### src/rtl/branch_predict_unit.sv
// Branch prediction (direct-mapped BTB + 2-bit BHT) and decode-stage
// branch resolution with registered redirect and statistics counters.
module branch_predict_unit #(
  parameter int BHT_IDX_W = 6,
  parameter int BTB_IDX_W = 4,
  parameter int CNT_W     = 32
) (
  input  logic             clk,
  input  logic             rst_n,
  input  logic [31:0]      if_pc,
  output logic             if_pred_taken,
  output logic [31:0]      if_pred_target,
  input  logic             de_en,
  input  logic [31:0]      de_pc,
  input  logic [31:0]      de_instruction,
  input  logic             de_is_branch,
  input  logic [2:0]       de_branch_type,
  input  logic [31:0]      de_data_rs,
  input  logic [31:0]      de_data_rt,
  input  logic             de_pred_taken,
  input  logic [31:0]      de_pred_target,
  output logic             redirect_valid,
  output logic [31:0]      redirect_pc,
  output logic [CNT_W-1:0] stat_branches,
  output logic [CNT_W-1:0] stat_mispredicts
);

  localparam logic [2:0] B_EQNE = 3'd1;
  localparam logic [2:0] B_LTGE = 3'd2;
  localparam logic [2:0] B_JUMP = 3'd3;
  localparam logic [2:0] B_JREG = 3'd4;

  localparam int BHT_N = 1 << BHT_IDX_W;
  localparam int BTB_N = 1 << BTB_IDX_W;
  localparam int TAG_W = 30 - BTB_IDX_W;

  logic [1:0]       bht        [BHT_N];
  logic [BTB_N-1:0] btb_valid;
  logic [TAG_W-1:0] btb_tag    [BTB_N];
  logic [31:0]      btb_target [BTB_N];
  logic [BTB_N-1:0] btb_uncond;

  logic [BHT_IDX_W-1:0] if_bidx;
  logic [BTB_IDX_W-1:0] if_tidx;
  logic [TAG_W-1:0]     if_tag;
  logic                 if_hit;

  assign if_bidx = if_pc[BHT_IDX_W+1:2];
  assign if_tidx = if_pc[BTB_IDX_W+1:2];
  assign if_tag  = if_pc[31:BTB_IDX_W+2];
  assign if_hit  = btb_valid[if_tidx]
                && (btb_tag[if_tidx] == if_tag);

  assign if_pred_taken = if_hit
    && (btb_uncond[if_tidx] || bht[if_bidx][1]);
  assign if_pred_target = if_pred_taken
    ? btb_target[if_tidx] : 32'h0;

  logic [BHT_IDX_W-1:0] de_bidx;
  logic [BTB_IDX_W-1:0] de_tidx;
  logic [TAG_W-1:0]     de_tag;
  logic [31:0]          pc4;
  logic [31:0]          br_target;
  logic [31:0]          j_target;
  logic [15:0]          imm;
  logic                 rs_neg;
  logic                 rs_zero;
  logic                 act_taken;
  logic [31:0]          act_target;
  logic                 act_uncond;
  logic                 mispredict;
  logic [31:0]          correct_pc;
  logic                 qual;
  logic [1:0]           bht_cur;
  logic [1:0]           bht_next;

  assign de_bidx   = de_pc[BHT_IDX_W+1:2];
  assign de_tidx   = de_pc[BTB_IDX_W+1:2];
  assign de_tag    = de_pc[31:BTB_IDX_W+2];
  assign imm       = de_instruction[15:0];
  assign pc4       = de_pc + 32'd4;
  assign br_target = pc4 + {{14{imm[15]}}, imm, 2'b00};
  assign j_target  = {pc4[31:28], de_instruction[25:0], 2'b00};
  assign rs_neg    = de_data_rs[31];
  assign rs_zero   = (de_data_rs == 32'h0);
  assign qual      = de_en && de_is_branch;

  always_comb begin
    act_taken  = 1'b0;
    act_target = br_target;
    act_uncond = 1'b0;
    unique case (1'b1)
      (de_branch_type == B_EQNE): begin
        case (de_instruction[27:26])
          2'b00:   act_taken = (de_data_rs == de_data_rt);
          2'b01:   act_taken = (de_data_rs != de_data_rt);
          2'b10:   act_taken = rs_neg || rs_zero;
          default: act_taken = !rs_neg && !rs_zero;
        endcase
      end
      (de_branch_type == B_LTGE): begin
        act_taken = de_instruction[16] ? !rs_neg : rs_neg;
      end
      (de_branch_type == B_JUMP): begin
        act_taken  = 1'b1;
        act_target = j_target;
        act_uncond = 1'b1;
      end
      (de_branch_type == B_JREG): begin
        act_taken  = 1'b1;
        act_target = de_data_rs;
        act_uncond = 1'b1;
      end
      default: act_taken = 1'b0;
    endcase
  end

  assign mispredict = (act_taken != de_pred_taken)
    || (act_taken && de_pred_taken
        && (act_target != de_pred_target));
  assign correct_pc = act_taken ? act_target : de_pc + 32'd8;

  assign bht_cur  = bht[de_bidx];
  assign bht_next = act_taken
    ? ((bht_cur == 2'b11) ? 2'b11 : bht_cur + 2'b01)
    : ((bht_cur == 2'b00) ? 2'b00 : bht_cur - 2'b01);

  always_ff @(posedge clk or negedge rst_n) begin
    if (!rst_n) begin
      redirect_valid   <= 1'b0;
      redirect_pc      <= 32'h0;
      stat_branches    <= '0;
      stat_mispredicts <= '0;
      btb_valid        <= '0;
      for (int i = 0; i < BHT_N; i++) bht[i] <= 2'b01;
    end else begin
      redirect_valid <= qual && mispredict;
      if (qual) begin
        stat_branches <= stat_branches + CNT_W'(1);
        bht[de_bidx]  <= bht_next;
        if (mispredict) begin
          stat_mispredicts <= stat_mispredicts + CNT_W'(1);
          redirect_pc      <= correct_pc;
        end
        if (act_taken) btb_valid[de_tidx] <= 1'b1;
      end
    end
  end

  // Entry payload needs no reset: it is only read behind btb_valid.
  always_ff @(posedge clk) begin
    if (qual && act_taken) begin
      btb_tag[de_tidx]    <= de_tag;
      btb_target[de_tidx] <= act_target;
      btb_uncond[de_tidx] <= act_uncond;
    end
  end

  logic unused_bits;
  assign unused_bits = ^{if_pc[1:0], de_instruction[31:28]};

endmodule

### config.mk
export PLATFORM = sky130hd
export DESIGN_NAME = branch_predict_unit
export DESIGN_NICKNAME = d
export VERILOG_FILES = /design/src/rtl/branch_predict_unit.sv
export SDC_FILE = /design/constraint.sdc
export NUM_CORES = 1
export LEC_CHECK = 0
export CAP_MARGIN = 20
export CORE_ASPECT_RATIO = 1.1
export CORE_MARGIN = 8
export CORE_UTILIZATION = 45
export CTS_CLUSTER_SIZE = 12
export DETAILED_ROUTE_END_ITERATION = 6
export PLACE_DENSITY = 0.68
export SLEW_MARGIN = 0
export SYNTH_ARGS = -nofsm -noshare
export SYNTH_HDL_FRONTEND = slang
export SYNTH_SLANG_ARGS = --single-unit
### constraint.sdc
create_clock -name clk -period 5.4 [get_ports clk]
set_input_delay 1.08 -clock clk [delete_from_list [all_inputs] [get_ports clk]]
set_output_delay 1.08 -clock clk [all_outputs]
set_load 0.05 [all_outputs]
* Word-level counts from Yosys, hierarchy flattened
Memories as Yosys holds them, arrays and structs flattened.
Index checks and enable logic that the tools add are counted.
** Cells by class
- Add/subtract/negate cells :: 7
- Magnitude comparators :: 6
- Equality and inequality tests :: 12
- Multiplexer cells :: 28
- Bitwise logic cells :: 3
- Reductions and logical operators :: 21
** Operators by type and width (count)
- bitwise mux 128 bit :: 1
- adder 32 x 1 -> 32 bit (second input constant) :: 2
- two-way mux 32 bit :: 2
- != test 32 bit :: 2
- one-hot mux 32 bit (2 select lines) :: 1
- adder 32 x 3 -> 32 bit (second input constant) :: 1
- adder 32 bit :: 1
- adder 32 x 4 -> 32 bit (second input constant) :: 1
- == test 32 bit :: 1
- zero test 32 bit :: 1
- == test 26 bit :: 1
- binary-select mux 2 bit (select 6 bit) :: 2
- bitwise mux 16 bit :: 1
- two-way mux 2 bit :: 8
- OR 16 bit :: 1
- greater-or-equal comparator 7 bit (second input constant) :: 2
- inverter 6 -> 7 bit :: 2
- demux 2 bit (select 6 bit) :: 1
- logical AND 1 bit :: 10
- less-than comparator 4 x 5 -> 1 bit (second input constant) :: 2
- binary-select mux 1 bit (select 4 bit) :: 2
- less-than comparator 7 x 1 -> 1 bit (second input constant) :: 1
- two-way mux 1 bit :: 7
- == test 3 x 2 -> 1 bit (second input constant) :: 2
- other kinds (15) :: 22
** Storage, ports and cells
- Register bits :: 257
- Memory bits (writable) :: 928
- Input bits :: 200
- Output and inout bits :: 130
- Logic and storage cells :: 149
- Memories kept :: 2
** Memory list
- btb_target :: depth 16, width 32, read ports 1, clocked after Yosys merged registers in 0, wr ports 1, RTL line 40 : logic [31:0] btb_target [BTB_N];
- btb_tag :: depth 16, width 26, read ports 1, clocked after Yosys merged registers in 0, wr ports 1, RTL line 39 : logic [TAG_W-1:0] btb_tag [BTB_N];

* Depth between registers and ports, before layout
Gate-level depths: netlist of the first run.
- Depth after elaboration :: 9
- Gate-level depth with buffers :: 25
- Gate-level depth less buffers :: 22

* Worst setup path after synthesis of the first run
OpenSTA, ideal clock, no wires.
- Path kind :: input port to flip-flop
- Start point :: input port de_data_rs[6]
- End point :: register btb_valid[1]
- Setup time :: 0.090 ns
- Arrival :: 7.403 ns
- Required time :: 5.310 ns
- Setup slack :: -2.093 ns
- Cell stages on the path :: 11
- Buffers on the path :: 0
- Path through :: xor2_1 nor4_1 nand4_1 or4_1 o21ai_0 xor2_1 a211oi_1 nor2_1 nand2_1 nor3_1 or2_2
** Between the ends
- Longest elaborated chain between the ends :: 6
- Elaborated cells between the ends (all ways) :: 9
- Classes of those cells :: 2 x eq/ne; 2 x mux; 5 x reduce/logical
** RTL lines
- start: declaration :: RTL line 18 : input logic [31:0] de_data_rs,
- zero test 32 bit :: RTL line 85 : assign rs_zero = (de_data_rs == 32'h0);
- zero test 1 bit :: RTL line 98 : default: act_taken = !rs_neg && !rs_zero;
- logical AND 1 bit :: RTL line 98
- one-hot mux 1 bit (3 select lines) (*) :: RTL line 94 : case (de_instruction[27:26])
- one-hot mux 1 bit (3 select lines) (*) :: RTL line 92 : unique case (1'b1)
- AND reduction 2 bit (no line) (*)
- end signal: assignment :: RTL line 134 : btb_valid <= '0;
- end signal: indexed assignment :: RTL line 145 : if (act_taken) btb_valid[de_tidx] <= 1'b1;
- end: declaration :: RTL line 38 : logic [BTB_N-1:0] btb_valid;
Every way passes the cells marked *; elsewhere a longest branch is shown, timed or not.
A chain may end at the register's enable or synchronous reset.

* Worst setup path in the final report of the first run
- Start point :: input port if_pc[2]
- End point :: output port if_pred_target[7]
** Between the ends
- Longest elaborated chain between the ends :: 7
- Elaborated cells between the ends (all ways) :: 15
- Classes of those cells :: 1 x eq/ne; 8 x mux; 1 x bitwise; 3 x reduce/logical; 2 x memory
** RTL lines
- start: declaration :: RTL line 10 : input logic [31:0] if_pc,
- inverter 6 -> 7 bit (implied by the code) :: RTL line 55 : && (btb_uncond[if_tidx] || bht[if_bidx][1]);
- binary-select mux 2 bit (select 6 bit) :: RTL line 55
- two-way mux 2 bit (implied by the code) (2 in a row) :: RTL line 55
- logical OR 1 bit :: RTL line 55
- logical AND 1 bit :: RTL line 55
- two-way mux 32 bit (*) :: RTL line 57 : ? btb_target[if_tidx] : 32'h0;
- end: declaration :: RTL line 12 : output logic [31:0] if_pred_target,
Every way passes the cells marked *; elsewhere a longest branch is shown, timed or not. The select of a mux whose other input is x is not followed.

==> impl_table.tex, run 1 <==
\begin{tabular}{lr}
\hline
Metric & Value \\
\hline
\multicolumn{2}{l}{\textbf{Status}} \\
\quad Run status & complete, but fails checks \\
\quad Violations in the final reports & negative setup slack \\
\multicolumn{2}{l}{\textbf{GRT}} \\
\quad First-pass GRT wire length & 237000 µm \\
\quad Maximum number of pins on one net before global-route repair & 102 \\
\quad GRT Util Overall & 0.250 \\
\quad Number of antenna violations at the first check in global routing & 12 \\
\quad Number of global-route vias before repair & 34.0k \\
\quad Global route overflow & 0 \\
\multicolumn{2}{l}{\textbf{Detailed routing}} \\
\quad Number of DRC violations after detailed routing & 0 \\
\quad Detailed router's first-iteration violation count & 3284 \\
\quad Total number of vias & 33.0k \\
\quad Vias/cell & 5.91 \\
\quad Detailed-router iteration count before antenna repair & 5 \\
\quad Number of nets still failing antenna checks after routing & 0 \\
\quad Total Routed Length & 165000 µm \\
\quad Detail-routed net length per standard cell & 29.6 µm \\
\multicolumn{2}{l}{\textbf{STA}} \\
\quad Sum of negative setup slack & -0.0903 ns \\
\quad Max transition margin & 0.399 \\
\quad Worst clock skew & 0.0299 ns \\
\quad Maximum operating frequency & 0.183 GHz \\
\quad Period Utilization, post-route & 1.01 \\
\quad Final max-slew violation count & 0 \\
\quad Final worst setup slack & -0.0547 ns \\
\quad Slew of the pin with the lowest slew margin & 0.900 ns \\
\quad Setup repair after global routing missed its margin & yes \\
\quad Count of endpoints failing setup in the final report & 4 \\
\quad Final min period & 5.45 ns \\
\quad Hold Fails Final Rpt & 0 \\
\quad Worst Hold Slack & 0.409 ns \\
\multicolumn{2}{l}{\textbf{Power}} \\
\quad Worst vdd rail ir drop & 0.000310 V \\
\quad Total power divided by cell area & 321 nW/µm² \\
\quad Leakage power summed over all cells & 24.3 nW \\
\multicolumn{2}{l}{\textbf{Place}} \\
\quad RD Place Congestion & 1.05 \\
\quad Placed Instances & 5308 \\
\quad Standard cell area after detailed placement & 63000 µm² \\
\quad Post-DP HPWL & 113000 µm \\
\quad Number of buffers inserted by port buffering & 323 \\
\multicolumn{2}{l}{\textbf{Yosys}} \\
\quad Share of the yosys chip area belonging to registers & 0.650 \\
\quad Adder-cell share of the synthesized area & 0.0111 \\
\quad Dominant combinational cell family by area after synthesis & multiplexers \\
\quad Synthesized flop and latch total & 1185 \\
\quad Xor and xnor area share after synthesis & 0.0349 \\
\quad Main flop type after synthesis & sky130\_fd\_sc\_hd\_\_edfxtp\_1 \\
\quad Mean instance size in the synthesized netlist & 17.2 µm² \\
\quad Share of the synthesized area in compound gates (AO/OA/AOI/OAI) & 0.0315 \\
\quad Post-synthesis net count & 3333 \\
\quad Portion of netlist area occupied by mux cells & 0.193 \\
\quad Synth Cell Area & 53000 µm² \\
\quad Post-synth cell types & 82 \\
\quad Synthesized instance count & 3088 \\
\quad Share of flip-flops with an asynchronous set or reset & 0.203 \\
\quad EDFF count, synth & 944 \\
\quad Warnings, synthesis & 0 \\
\quad Fraction of the mapped netlist area in simple logic gates & 0.0631 \\
\multicolumn{2}{l}{\textbf{Worst setup path}} \\
\quad Required time reported for the critical path endpoint & 4.32 ns \\
\quad Cell family with the largest share of critical-path delay & buffers and inverters \\
\quad First element of the critical path & if\_pc[2] \\
\quad Critical Path Most Common Cell & sky130\_fd\_sc\_hd\_\_buf\_4 \\
\quad Cell-by-cell listing of the critical path & buf\_16 -> buf\_16 -> buf\_16 -> buf\_12 -> buf\_4 -> buf\_4 -> mux4\_2 -> mux4\_2 -> nand4\_1 -> nor4\_4 -> o211ai\_1 -> buf\_4 -> buf\_6 -> nor2b\_1 -> buf\_4 -> buf\_12 \\
\quad Library cell contributing the largest single delay on the critical path & sky130\_fd\_sc\_hd\_\_mux4\_2 \\
\quad Kind of launch point of the worst setup path & primary input \\
\quad Setup CP Type & in -> out \\
\quad Launch instance of the worst register-to-register path & bht[107] \\
\quad Number of buffer and inverter instances along the worst setup path & 10 \\
\quad Critical-path maximum fanout & 9 \\
\quad CP Data Arrival Time & 4.37 ns \\
\quad CP max stage delay & 0.56 ns \\
\quad Critical Path End Type & output port \\
\multicolumn{2}{l}{\textbf{Clock network}} \\
\quad Reg clk slew, reported paths & 0.06 ns \\
\quad Clock latency of the later-clocked register in the worst-skew pair & 0.72 ns \\
\quad TritonCTS buffer count & 116 \\
\quad Clock tree from TritonCTS & built \\
\quad Total number of H-tree levels & 3 \\
\quad Maximum number of buffers from clock root to sink & 3 \\
\quad \# clock sinks & 1185 \\
\quad Root buf cell & sky130\_fd\_sc\_hd\_\_clkbuf\_16 \\
\quad Number of hold-repair buffers added at the cts stage & 0 \\
\multicolumn{2}{l}{\textbf{Floorplanning}} \\
\quad I/O pin count & 330 \\
\quad Initial Util & 0.452 \\
\quad Placement row count & 132 \\
\quad Die Y & 376 µm \\
\quad Die area & 129000 µm² \\
\quad Horizontal die dimension & 343 µm \\
\quad Floorplan Core Area & 117000 µm² \\
\multicolumn{2}{l}{\textbf{Final layout}} \\
\quad Most frequent standard cell in the layout excluding fill and tap cells & sky130\_fd\_sc\_hd\_\_edfxtp\_1 \\
\quad Area growth syn-to-layout & 28.6\% \\
\quad Post-route cell area & 68200 µm² \\
\quad Final core utilization & 0.581 \\
\quad Highest-count cells in the layout ignoring fill and taps & sky130\_fd\_sc\_hd\_\_edfxtp\_1 (944), sky130\_fd\_sc\_hd\_\_buf\_4 (484), sky130\_fd\_sc\_hd\_\_mux4\_2 (363) \\
\quad Non-Filler Instances & 5586 \\
\quad Proportion of layout cells with a drive suffix above 1 & 0.386 \\
\quad Post-layout nets & 4194 \\
\multicolumn{2}{l}{\textbf{Hold path}} \\
\quad Tightest Hold Check Type & in -> async \\
\multicolumn{2}{l}{\textbf{Flow run}} \\
\quad Reported max-cap violation count & 0 \\
\hline
\end{tabular}
-- where the power goes --
part / switching [mW] / internal [mW] / total (mW) / leakage, nW
combinational: 2.11 / 1.55 / 3.67 / 11.1
clock: 3.37 / 4.28 / 7.65 / 1.70
sequential: 0.225 / 10.3 / 10.6 / 11.4
-- timing repair --
action	4_1_cts	5_1_grt
cloned	5	7
setup endpoints to repair	83	96
pin swaps	28	65
gates resized for setup	82	145
buffers inserted	24	33
-- area by class of cell --
cell class / count / area, µm²
Timing Repair Buffer: 911 / 9330
Multi-Input combinational cell: 1697 / 18700
Clock buffer: 183 / 3220
Clock inverter: 23 / 303
Sequential cell: 1185 / 34500
Antenna cell: 8 / 20.0
Tap cell: 1541 / 1930
Fill cell: 8846 / 49100
Inverter: 38 / 143
-- sequential cells by signal, indices dropped and copies added, names as in the netlist --
name / flops
btb_target: 512
btb_tag: 416
bht: 128
redirect_pc: 32
stat_branches: 32
stat_mispredicts: 32
btb_uncond: 16
btb_valid: 16
redirect_valid: 1
-- Yosys cell counts (all sizes together) (26+ instances only) --
cell    count  area [µm²]
xor2      102         893
inv        38         143
nor3       47         246
edfxtp    944       28300
o21ai      43         215
mux4      363        8180
nor2b      41         257
dfrtp     177        4430
nor4       34         213
mux2      164        1940
nor2      176         661
nand3      58         295
nand2     118         443
buf        57         274
or2        26         163
xnor2     104         911
nand4      53         332
clkbuf    111         417
dfstp      64        1680
a21oi      79         395
ha         44         551
-- worst register-to-register path, cell delays in order (launching register included) --
cell and delay [ns]:
sky130_fd_sc_hd__dfrtp_1 0.39, sky130_fd_sc_hd__mux4_2 0.50, sky130_fd_sc_hd__mux4_2 0.54, sky130_fd_sc_hd__mux4_2 0.49, sky130_fd_sc_hd__maj3_1 0.36, sky130_fd_sc_hd__buf_4 0.29
sky130_fd_sc_hd__mux2_2 0.35
-- final timing paths --
check                                    endpoint  slack (ns)  depth (start not counted)
worst max-delay path            if_pred_target[7]       -0.05                         16
worst min-delay path            stat_branches[10]        0.41                          1
worst max register to register            bht[63]        2.35                          6
worst min register to register       btb_valid[1]        0.47                          1
max in group asynchronous                 bht[59]        3.85                          2
min in group clk                     btb_valid[1]        0.47                          1
-- per-stage QoR --
step / power, mW / setup WS, ns
floorplan: 12.5 / -0.480
global placement: 14.2 / -1.30
detailed placement: 14.2 / -1.43
CTS: 21.9 / -0.00821
global route: 22.5 / -0.107
finish: 21.9 / -0.0547
-- per-layer routing --
metal	vias up	routed length (µm)	global-route usage
li1	14027	-	-
met1	17139	65200	0.330
met2	1547	79700	0.409
met3	277	13700	0.0537
met4	10	6570	0.0954
met5	-	69	0
-- logic make-up after synthesis --
family	after synthesis
flip-flops	1185
AND/OR/NAND/NOR	647
multiplexers	540
AO/OA/AOI/OAI	255
XOR/XNOR	208
buffers and inverters	206
adder cells (fa/ha/maj)	47
Power figures use the tool's default switching activity.
==> run 2: changes to the inputs <==
GPL_TIMING_DRIVEN = 0   (was not set)
==> run 2 against run 1 <==
The run still ends with negative setup slack left. Largest power group unchanged. Final area fell by 2.7%. Total power down 1.5%. Flip-flop and latch count stayed put. Combinational power fell by 6.0%. Via count is 0.52% lower.
==> impl_table.tex, run 2 (synthesis results as in run 1) <==
\begin{tabular}{lr}
\hline
Metric & Value \\
\hline
\multicolumn{2}{l}{\textbf{Status}} \\
\quad Run status & complete, but fails checks \\
\quad Violations in the final reports & negative setup slack \\
\multicolumn{2}{l}{\textbf{Hold path}} \\
\quad Tightest Hold Check Type & in -> async \\
\multicolumn{2}{l}{\textbf{Clock network}} \\
\quad Clock latency of the later-clocked register in the worst-skew pair & 0.72 ns \\
\quad Total number of H-tree levels & 3 \\
\quad Clock tree from TritonCTS & built \\
\quad Maximum number of buffers from clock root to sink & 3 \\
\quad TritonCTS buffer count & 115 \\
\quad Root buf cell & sky130\_fd\_sc\_hd\_\_clkbuf\_16 \\
\quad Reg clk slew, reported paths & 0.06 ns \\
\quad Number of hold-repair buffers added at the cts stage & 0 \\
\quad \# clock sinks & 1185 \\
\multicolumn{2}{l}{\textbf{Power}} \\
\quad Part of the total power dissipated in combinational logic & 0.160 \\
\quad Proportion of power drawn by the clock network & 0.349 \\
\quad Overall power of the completed layout & 21.5 mW \\
\quad Total power divided by cell area & 325 nW/µm² \\
\quad Fraction of power consumed by sequential logic & 0.491 \\
\quad Leakage power summed over all cells & 23.1 nW \\
\quad Worst vdd rail ir drop & 0.000275 V \\
\quad Design internal power & 15.8 mW \\
\quad Reported net switching power & 5.76 mW \\
\quad Switching Share & 0.267 \\
\multicolumn{2}{l}{\textbf{STA}} \\
\quad Worst clock skew & 0.0142 ns \\
\quad Slew of the pin with the lowest slew margin & 1.07 ns \\
\quad Final worst setup slack & -0.0948 ns \\
\quad Final max-slew violation count & 0 \\
\quad Count of endpoints failing setup in the final report & 25 \\
\quad Max transition margin & 0.288 \\
\quad Hold Fails Final Rpt & 0 \\
\quad Maximum operating frequency & 0.182 GHz \\
\quad Period Utilization, post-route & 1.02 \\
\quad Final min period & 5.49 ns \\
\quad Worst Hold Slack & 0.355 ns \\
\quad Setup repair after global routing missed its margin & yes \\
\multicolumn{2}{l}{\textbf{Worst setup path}} \\
\quad Critical-path maximum fanout & 6 \\
\quad Slack of the worst reg-to-reg path & 2.17 ns \\
\quad Kind of launch point of the worst setup path & primary input \\
\quad Required time reported for the critical path endpoint & 4.32 ns \\
\quad Setup CP Type & in -> out \\
\quad Launch instance of the worst register-to-register path & bht[1] \\
\quad Number of cells on the worst reg-to-reg path & 6 \\
\quad Capturing point of the worst reg2reg path & bht[107] \\
\quad First element of the critical path & if\_pc[2] \\
\quad CP max stage delay & 0.59 ns \\
\quad Library cell contributing the largest single delay on the critical path & sky130\_fd\_sc\_hd\_\_mux4\_2 \\
\quad CP Data Arrival Time & 4.41 ns \\
\quad Critical Path End Type & output port \\
\quad Cell-by-cell listing of the critical path & clkbuf\_16 -> clkbuf\_16 -> buf\_12 -> buf\_6 -> mux4\_2 -> mux4\_2 -> xnor2\_2 -> nand4\_1 -> nor3\_4 -> o211ai\_1 -> buf\_6 -> buf\_12 -> clkbuf\_16 -> nor2b\_4 -> buf\_8 \\
\quad Critical Path Most Common Cell & sky130\_fd\_sc\_hd\_\_clkbuf\_16 \\
\quad Last element of the critical path & if\_pred\_target[20] \\
\multicolumn{2}{l}{\textbf{Floorplanning}} \\
\quad Initial Util & 0.452 \\
\quad I/O pin count & 330 \\
\quad Horizontal die dimension & 343 µm \\
\quad Placement row count & 132 \\
\quad Floorplan Core Area & 117000 µm² \\
\quad Die Y & 376 µm \\
\quad Die area & 129000 µm² \\
\multicolumn{2}{l}{\textbf{GRT}} \\
\quad Number of global-route vias before repair & 33.2k \\
\quad Maximum number of pins on one net before global-route repair & 85 \\
\quad GRT Util Overall & 0.260 \\
\quad Global route overflow & 0 \\
\quad First-pass GRT wire length & 242000 µm \\
\quad Number of antenna violations at the first check in global routing & 27 \\
\multicolumn{2}{l}{\textbf{Detailed routing}} \\
\quad Detailed router's first-iteration violation count & 3696 \\
\quad Vias/cell & 6.19 \\
\quad Number of DRC violations after detailed routing & 0 \\
\quad Detailed-router iteration count before antenna repair & 7 \\
\quad Number of nets still failing antenna checks after routing & 0 \\
\quad Total Routed Length & 170000 µm \\
\quad Detail-routed net length per standard cell & 32.1 µm \\
\quad Total number of vias & 32.8k \\
\multicolumn{2}{l}{\textbf{Flow run}} \\
\quad Reported max-cap violation count & 0 \\
\multicolumn{2}{l}{\textbf{Final layout}} \\
\quad Most frequent standard cell in the layout excluding fill and tap cells & sky130\_fd\_sc\_hd\_\_edfxtp\_1 \\
\quad Area growth syn-to-layout & 25.2\% \\
\quad Largest registers & btb\_target x512, btb\_tag x416, bht x128 \\
\quad Filler Cell Count & 9002 \\
\quad Largest register by flop count & btb\_target \\
\quad Highest-count cells in the layout ignoring fill and taps & sky130\_fd\_sc\_hd\_\_edfxtp\_1 (944), sky130\_fd\_sc\_hd\_\_mux4\_2 (363), sky130\_fd\_sc\_hd\_\_clkdlybuf4s50\_1 (213) \\
\quad Proportion of layout cells with a drive suffix above 1 & 0.356 \\
\quad Post-layout nets & 3916 \\
\quad Sequential standard cell area & 34500 µm² \\
\quad Number of flip-flops under the largest register name & 512 \\
\quad Multi-input logic area & 19400 µm² \\
\multicolumn{2}{l}{\textbf{Place}} \\
\quad RD Place Congestion & 0.992 \\
\quad Number of buffers inserted by port buffering & 317 \\
\quad Post-DP HPWL & 119000 µm \\
\hline
\end{tabular}
==> run 2: cell types whose count changed in the layout (fill, tap and decap cells not counted), moves of 30 or more <==
cell                              change
sky130_fd_sc_hd__buf_12              -72
sky130_fd_sc_hd__clkbuf_1            +31
sky130_fd_sc_hd__buf_6               +30
sky130_fd_sc_hd__buf_4              -394
sky130_fd_sc_hd__buf_8               +36
sky130_fd_sc_hd__clkdlybuf4s50_1     -50
sky130_fd_sc_hd__clkbuf_2            +37
==> run 2: area by class of cell <==
class | instances | area share
Sequential cell | 1185 | 0.519
Multi-Input combinational cell | 1697 | 0.293
Timing Repair Buffer | 479 | 0.0860
Clock buffer | 173 | 0.0482
Tap cell | 1541 | 0.0291
Buffer | 155 | 0.0186
Clock inverter | 20 | 0.00317
Inverter | 38 | 0.00221
Antenna cell | 14 | 0.000528
==> run 2: critical path, delay by kind of cell <==
family / cells / cell delay, ns
simple gates: 3 / 0.66
buf+inv: 8 / 1.19
mux: 2 / 1.09
xor+xnor: 1 / 0.19
compound gates: 1 / 0.15
==> run 2: worst min path at each step <==
stage / from / endpoint / cells past startpoint
2_1_floorplan: btb_valid[12] / btb_valid[12] / 1
3_3_place_gp: btb_valid[4] / btb_valid[4] / 1
3_5_place_dp: btb_valid[15] / btb_valid[15] / 1
4_1_cts: rst_n / bht[63] / 1
5_1_grt: rst_n / bht[59] / 1
6_report: rst_n / bht[57] / 1
==> run 2: power groups by stage <==
stage	Sequential (mW)	Combinational, mW	Clock, mW
final	10.6	3.45	7.51
after global routing	10.6	3.61	7.90
after CTS	10.6	3.37	7.59
after detailed placement	10.8	3.16	0
after global placement	10.8	3.06	0
after floorplan	11.1	1.38	0
==> run 2: routing by layer <==
layer | routed length, µm | part of all wire | track usage | vias to the layer above
met5 | 130 | 0.00076 | 0 | -
met4 | 7050 | 0.041 | 0.0993 | 20
met3 | 16800 | 0.098 | 0.0639 | 338
met2 | 81100 | 0.48 | 0.420 | 1834
met1 | 65300 | 0.38 | 0.341 | 17165
li1 | - | - | - | 13472
==> run 2: metrics by stage <==
| step | utilization | setup TNS, ns | cells | cell area [µm²] | worst slack (ns) |
|---|---|---|---|---|---|
| after CTS | 0.558 | -1.18 | 5268 | 65500 | -0.0694 |
| after detailed placement | 0.512 | -1035.19 | 5024 | 60100 | -3.53 |
| final | 0.566 | -1.20 | 5302 | 66300 | -0.0948 |
| after floorplan | - | -420.94 | 3088 | 53200 | -0.480 |
| after global routing | 0.565 | -5.61 | 5289 | 66300 | -0.186 |
| after global placement | 0.497 | -7893.89 | 4946 | 58300 | -7.29 |
==> run 2: timing repair <==
action | 4_1_cts | 5_1_grt
setup endpoints to repair | 386 | 97
resized for setup | 804 | 228
buffers inserted | 55 | 22
cloned | 4 | 1
pin swaps | 48 | 48
